--- src/rtl/mem_access_unit.sv ---
// Load/store initiator: takes one RV32I memory request at a time, drives the
// byte-masked RAM strobes, and returns aligned, extended load data or an error.
module mem_access_unit #(
   parameter int unsigned MEM_WORDS = 1536
) (
   input  logic        clk,
   input  logic        resetn,
   input  logic        req_valid,
   output logic        req_ready,
   input  logic        req_we,
   input  logic [2:0]  req_funct3,
   input  logic [31:0] req_addr,
   input  logic [31:0] req_wdata,
   output logic        rsp_valid,
   output logic [1:0]  rsp_err,
   output logic [31:0] rsp_rdata,
   output logic [31:0] mem_addr,
   output logic        mem_rstrb,
   input  logic [31:0] mem_rdata,
   output logic [31:0] mem_wdata,
   output logic [3:0]  mem_wmask
);

   localparam int unsigned AW = 32;
   localparam int unsigned DW = 32;
   localparam int unsigned MW = 4;

   localparam logic [1:0] ERR_OK    = 2'b00;
   localparam logic [1:0] ERR_ALIGN = 2'b01;
   localparam logic [1:0] ERR_RANGE = 2'b10;
   localparam logic [1:0] ERR_ILL   = 2'b11;

   typedef enum logic [1:0] {IDLE, ISSUE, WAIT, RESP} state_t;

   state_t r_state, w_state_nxt;

   logic          r_we, w_we_nxt;
   logic [2:0]    r_funct3, w_funct3_nxt;
   logic [1:0]    r_addr_lo, w_addr_lo_nxt;
   logic          r_req_ready, w_req_ready_nxt;
   logic          r_rsp_valid, w_rsp_valid_nxt;
   logic [1:0]    r_rsp_err, w_rsp_err_nxt;
   logic [DW-1:0] r_rsp_rdata, w_rsp_rdata_nxt;
   logic [AW-1:0] r_mem_addr, w_mem_addr_nxt;
   logic          r_mem_rstrb, w_mem_rstrb_nxt;
   logic [DW-1:0] r_mem_wdata, w_mem_wdata_nxt;
   logic [MW-1:0] r_mem_wmask, w_mem_wmask_nxt;

   logic          w_illegal, w_misalign, w_range;
   logic [1:0]    w_req_err;
   logic [7:0]    w_ld_byte;
   logic [15:0]   w_ld_half;
   logic [DW-1:0] w_ld_data;

   // Request classification; illegal beats misaligned beats out of range
   assign w_illegal  = (req_funct3 == 3'b011) || (req_funct3[2:1] == 2'b11) ||
                       (req_we && req_funct3[2]);
   assign w_misalign = ((req_funct3[1:0] == 2'b01) && req_addr[0]) ||
                       ((req_funct3[1:0] == 2'b10) && (req_addr[1:0] != 2'b00));
   assign w_range    = 32'(req_addr[31:2]) >= MEM_WORDS;
   assign w_req_err  = w_illegal  ? ERR_ILL   :
                       w_misalign ? ERR_ALIGN :
                       w_range    ? ERR_RANGE : ERR_OK;

   // Load alignment and sign/zero extension of the RAM word
   assign w_ld_byte = mem_rdata[{r_addr_lo, 3'b000} +: 8];
   assign w_ld_half = mem_rdata[{r_addr_lo[1], 4'b0000} +: 16];
   always_comb begin
      w_ld_data = mem_rdata;
      case (r_funct3)
         3'b000:  w_ld_data = {{24{w_ld_byte[7]}}, w_ld_byte};
         3'b001:  w_ld_data = {{16{w_ld_half[15]}}, w_ld_half};
         3'b100:  w_ld_data = {24'd0, w_ld_byte};
         3'b101:  w_ld_data = {16'd0, w_ld_half};
         default: w_ld_data = mem_rdata;
      endcase
   end

   // State register
   always_ff @(posedge clk or negedge resetn) begin
      if (!resetn) r_state <= IDLE;
      else         r_state <= w_state_nxt;
   end

   // Next state and next values of the registered outputs
   always_comb begin
      w_state_nxt     = r_state;
      w_we_nxt        = r_we;
      w_funct3_nxt    = r_funct3;
      w_addr_lo_nxt   = r_addr_lo;
      w_rsp_valid_nxt = 1'b0;
      w_rsp_err_nxt   = r_rsp_err;
      w_rsp_rdata_nxt = r_rsp_rdata;
      w_mem_addr_nxt  = r_mem_addr;
      w_mem_rstrb_nxt = 1'b0;
      w_mem_wdata_nxt = r_mem_wdata;
      w_mem_wmask_nxt = '0;
      case (r_state)
         IDLE: begin
            if (req_valid) begin
               w_we_nxt      = req_we;
               w_funct3_nxt  = req_funct3;
               w_addr_lo_nxt = req_addr[1:0];
               if (w_req_err != ERR_OK) begin
                  w_state_nxt     = RESP;
                  w_rsp_valid_nxt = 1'b1;
                  w_rsp_err_nxt   = w_req_err;
                  w_rsp_rdata_nxt = '0;
               end else begin
                  w_state_nxt    = ISSUE;
                  w_mem_addr_nxt = req_addr;
                  if (req_we) begin
                     case (req_funct3[1:0])
                        2'b00: begin
                           w_mem_wmask_nxt = 4'(4'b0001 << req_addr[1:0]);
                           w_mem_wdata_nxt = {4{req_wdata[7:0]}};
                        end
                        2'b01: begin
                           w_mem_wmask_nxt = 4'(4'b0011 << {req_addr[1], 1'b0});
                           w_mem_wdata_nxt = {2{req_wdata[15:0]}};
                        end
                        default: begin
                           w_mem_wmask_nxt = 4'b1111;
                           w_mem_wdata_nxt = req_wdata;
                        end
                     endcase
                  end else begin
                     w_mem_rstrb_nxt = 1'b1;
                  end
               end
            end
         end
         ISSUE: begin
            if (r_we) begin
               w_state_nxt     = RESP;
               w_rsp_valid_nxt = 1'b1;
               w_rsp_err_nxt   = ERR_OK;
               w_rsp_rdata_nxt = '0;
            end else begin
               w_state_nxt = WAIT;
            end
         end
         WAIT: begin
            w_state_nxt     = RESP;
            w_rsp_valid_nxt = 1'b1;
            w_rsp_err_nxt   = ERR_OK;
            w_rsp_rdata_nxt = w_ld_data;
         end
         RESP: begin
            w_state_nxt = IDLE;
         end
         default: begin
            w_state_nxt = IDLE;
         end
      endcase
      w_req_ready_nxt = (w_state_nxt == IDLE);
   end

   // Output and request-context registers
   always_ff @(posedge clk or negedge resetn) begin
      if (!resetn) begin
         r_we        <= 1'b0;
         r_funct3    <= 3'b000;
         r_addr_lo   <= 2'b00;
         r_req_ready <= 1'b1;
         r_rsp_valid <= 1'b0;
         r_rsp_err   <= ERR_OK;
         r_rsp_rdata <= '0;
         r_mem_addr  <= '0;
         r_mem_rstrb <= 1'b0;
         r_mem_wdata <= '0;
         r_mem_wmask <= '0;
      end else begin
         r_we        <= w_we_nxt;
         r_funct3    <= w_funct3_nxt;
         r_addr_lo   <= w_addr_lo_nxt;
         r_req_ready <= w_req_ready_nxt;
         r_rsp_valid <= w_rsp_valid_nxt;
         r_rsp_err   <= w_rsp_err_nxt;
         r_rsp_rdata <= w_rsp_rdata_nxt;
         r_mem_addr  <= w_mem_addr_nxt;
         r_mem_rstrb <= w_mem_rstrb_nxt;
         r_mem_wdata <= w_mem_wdata_nxt;
         r_mem_wmask <= w_mem_wmask_nxt;
      end
   end

   assign req_ready = r_req_ready;
   assign rsp_valid = r_rsp_valid;
   assign rsp_err   = r_rsp_err;
   assign rsp_rdata = r_rsp_rdata;
   assign mem_addr  = r_mem_addr;
   assign mem_rstrb = r_mem_rstrb;
   assign mem_wdata = r_mem_wdata;
   assign mem_wmask = r_mem_wmask;

endmodule
--- config.mk ---
export PLATFORM = sky130hd
export DESIGN_NAME = mem_access_unit
export DESIGN_NICKNAME = d
export VERILOG_FILES = /design/src/rtl/mem_access_unit.sv
export SDC_FILE = /design/constraint.sdc
export NUM_CORES = 1
export LEC_CHECK = 0
export ABC_AREA = 1
export CAP_MARGIN = 20
export CORE_MARGIN = 2
export CORE_UTILIZATION = 40
export DETAILED_ROUTE_END_ITERATION = 12
export GPL_ROUTABILITY_DRIVEN = 0
export GPL_TIMING_DRIVEN = 1
export HOLD_SLACK_MARGIN = 0.15
export PLACE_DENSITY = 0.76
export SYNTH_ARGS = -nofsm -noshare
export SYNTH_HDL_FRONTEND = slang
export SYNTH_SLANG_ARGS = --single-unit
--- constraint.sdc ---
create_clock -name clk -period 1.61 [get_ports clk]
set_input_delay 0.161 -clock clk [delete_from_list [all_inputs] [get_ports clk]]
set_output_delay 0.161 -clock clk [all_outputs]
set_load 0.01 [all_outputs]
==> key figures <==
Floorplan
  – Row cnt: 43
  – Die extent in y: 122 microns
  – Initial Util: 0.406
  – Full die area: 14900 sq um
  – Core area: 13800 sq um
  – Die X: 122 microns
  – I/O pin count: 208

Yosys
  – Seq/Total Area, Yosys: 0.506
  – Syn Area/Cell: 7.64 sq um
  – EDFF count, synth: 0
  – Synth Area in Adders: 0.0112
  – Top post-synthesis cells by count: nand2_1, dfrtp_1, nor2_1
  – Syn_nets: 839
  – Largest family of logic cells by synthesized area: simple AND/OR/NAND/NOR gates
  – Synthesized area: 5590 sq um
  – #FFs+latches synth: 113
  – Cell taking the most area after synthesis: dfrtp_1
  – Synth top area share: 0.502
  – Simple-Gate Fraction of Synth Area: 0.269
  – Count of cell types in the netlist: 35
  – Yosys warns: 0
  – Dominant synthesized flop cell: dfrtp_1
  – Ys async rst share: 1.00
  – Area contributors post-synth: dfrtp_1, nand2_1, nor2_1
  – Synth Area in Compound Gates: 0.122
  – Most frequent cell after synthesis: nand2_1
  – Xor and xnor area share after synthesis: 0
  – Cells after Synth: 731
  – Post-synthesis mux area share: 0

Status
  – Status: finished, final reports clean

CTS
  – Root Buffer: clkbuf_16
  – Clock Sinks: 113
  – CTS Buffer Depth: 2
  – Clock latency on the worst-skew pair: 0.41 ns
  – Clock transition at path regs: 0.05 ns
  – TritonCTS buffer count: 17
  – H-Tree Depth: 4
  – CTS tree: built

Worst setup path
  – Setup slack, reg-to-reg: 0.01 ns
  – Type of origin of the critical path: flip-flop
  – Worst EP required: 1.95 ns
  – CP Capture Type: flip-flop
  – Critical Path AT: 1.94 ns
  – R2R cell count: 9
  – Worst Setup Path Type: flip-flop to flip-flop
  – Worst-path maximum fanout: 6
  – Start of the worst register-to-register path: r_state[0]
  – FF-to-FF End: rsp_rdata[30]

Drt
  – Routed vias/inst: 4.82
  – Remaining DRCs: 0
  – Total number of vias: 5721
  – Total wire length: 17.4 mm
  – DRT Pass-1 Iters: 5
  – Avg WL per Cell: 14.7 microns
  – Starting DRC count in detailed routing: 402
  – Remaining antenna violation count: 0

Global route
  – Grt total ovfl: 0
  – Total track usage: 0.232
  – Largest net degree at the start of global routing: 114
  – First-pass GRT wire length: 26.8 mm
  – Number of global-route vias before repair: 5560
  – Initial antenna violation count: 1

Hold path
  – Worst min path class: primary input to flip-flop
  – WHS Path Cells: 3
  – Hold path start: req_funct3[1]
  – Hold endpoint: r_funct3[1]

Power
  – Peak VDD IR: 0.000818 V
  – Sw power: 4.83 mW
  – Sw frac: 0.370
  – Combinational share of power: 0.467
  – Lkg Pwr: 4.63 nW
  – Cell Pwr Density: 1430 nW/um^2
  – Total power: 13.1 mW
  – Clock Power Share: 0.266
  – Internal power: 8.24 mW
  – Sequential share of power: 0.267

Placement
  – HPWL after DPL: 11.7 mm
  – Port Buffer Count: 207
  – Placed Area: 8250 sq um
  – Worst slack, placed: -0.496 ns

STA
  – Setup TNS: 0 ns
  – Setup WS post-layout: 0.0128 ns
  – Final worst-path cycle share: 0.992
  – Pins Over Slew Limit: 0
  – Max transition margin: 0.600
  – # setup viols final: 0
  – Fin crit period: 1.60 ns
  – Slew @ Worst Pin: 0.599 ns
  – Hold WS: 0.222 ns
  – Final hold violation count: 0
  – Skew final: 0.00853 ns
  – RSZ-0062 raised after global routing: yes
  – Fmax: 626 MHz

Finish
  – Final instance area: 9130 sq um
  – Syn-to-layout area delta: 63.4%
  – Layout cells sized above 1: 0.139
  – Nets: 1101

Flow run
  – Max Cap Viol: 0
==> power by group through the flow <==
| stage | logic [mW] | clock network, mW | registers [mW] |
|---|---|---|---|
| finish | 6.11 | 3.47 | 3.49 |
| global route | 6.75 | 3.68 | 3.53 |
| CTS | 5.55 | 3.53 | 3.48 |
| detailed placement | 5.10 | 0 | 3.53 |
| global placement | 5.03 | 0 | 3.52 |
| floorplan | 3.06 | 0 | 3.56 |
==> per-layer routing <==
metal	global-route usage	vias up	routed length (microns)
met2	0.384	238	8410
li1	-	2809	-
met3	0.0847	16	1750
met4	0.0790	0	208
met5	0	-	0
met1	0.281	2658	7070
==> registers in the layout, indices dropped and copies added, names as in the netlist, 2 cells and up <==
name and flops:
mem_wmask 4, rsp_err 2, mem_wdata 32, r_addr_lo 2, r_state 2, mem_addr 32
rsp_rdata 32, r_funct3 3
==> metrics by stage <==
stage / utilization / cells
5_1_grt: 0.663 / 1187
3_3_place_gp: 0.599 / 1138
6_report: 0.663 / 1187
2_1_floorplan: - / 731
3_5_place_dp: 0.599 / 1138
4_1_cts: 0.646 / 1179
==> worst max-delay path, cell delays in order, from the launching register on <==
cell,delay [ns]
dfrtp_1,0.38
inv_2,0.08
ha_4,0.28
inv_2,0.05
a21oi_4,0.17
inv_4,0.07
a21oi_4,0.21
clkbuf_16,0.19
nand2_1,0.05
nand2_1,0.05
==> how the worst max path moves through the flow <==
stage / from / end / slack, ns / depth (start not counted)
2_1_floorplan: r_state[0] / rsp_rdata[10] / -0.06 / 9
3_3_place_gp: req_funct3[1] / rsp_rdata[30] / -0.41 / 9
3_5_place_dp: req_funct3[1] / rsp_rdata[15] / -0.50 / 9
4_1_cts: r_state[0] / mem_addr[1] / 0.02 / 8
5_1_grt: r_state[0] / rsp_rdata[30] / -0.06 / 10
6_report: r_state[0] / rsp_rdata[30] / 0.01 / 9
==> placed cells by master, fill, tap and decap left out, types with 4 or more instances in the layout <==
| master | netlist | layout |
|---|---|---|
| nand2_1 | 242 | 230 |
| clkdlybuf4s50_1 | 0 | 203 |
| dfrtp_1 | 112 | 111 |
| nor2_1 | 93 | 89 |
| inv_1 | 85 | 79 |
| buf_4 | 5 | 50 |
| a21oi_1 | 40 | 39 |
| o21ai_1 | 32 | 35 |
| o21ai_0 | 33 | 30 |
| clkbuf_16 | 0 | 21 |
| nand3_1 | 19 | 19 |
| buf_12 | 0 | 10 |
| nand2_2 | 1 | 9 |
| a221oi_1 | 8 | 8 |
| inv_2 | 3 | 6 |
| nand2_4 | 2 | 6 |
| clkbuf_1 | 8 | 6 |
| nor2_2 | 1 | 4 |
| clkinv_2 | 0 | 4 |
==> cells by family after synthesis <==
logic type,after synthesis
DFF,113
buffers and inverters,122
adders and majority gates,5
and+or+nand+nor,370
AOI/OAI and AO/OA,121
==> timing repair <==
item / in CTS / in global routing
hold buffers: 1 / 0
endpoints found under the setup margin: 37 / 79
pin swaps: 1 / 21
cloned: 1 / 4
buffers inserted: 7 / 4
resized for setup: 5 / 40
endpoints found under the hold margin: 112 / 0
==> layout make-up <==
cell class,count,area [sq um]
clock buffer,26,489
clock inverter,6,57.6
antenna,1,2.50
timing repair buffer,274,2790
tap,180,225
multi-input combinational,497,2380
fill,1182,4650
inverter,90,350
sequential,113,2830
(Power assumes the default switching activity.)
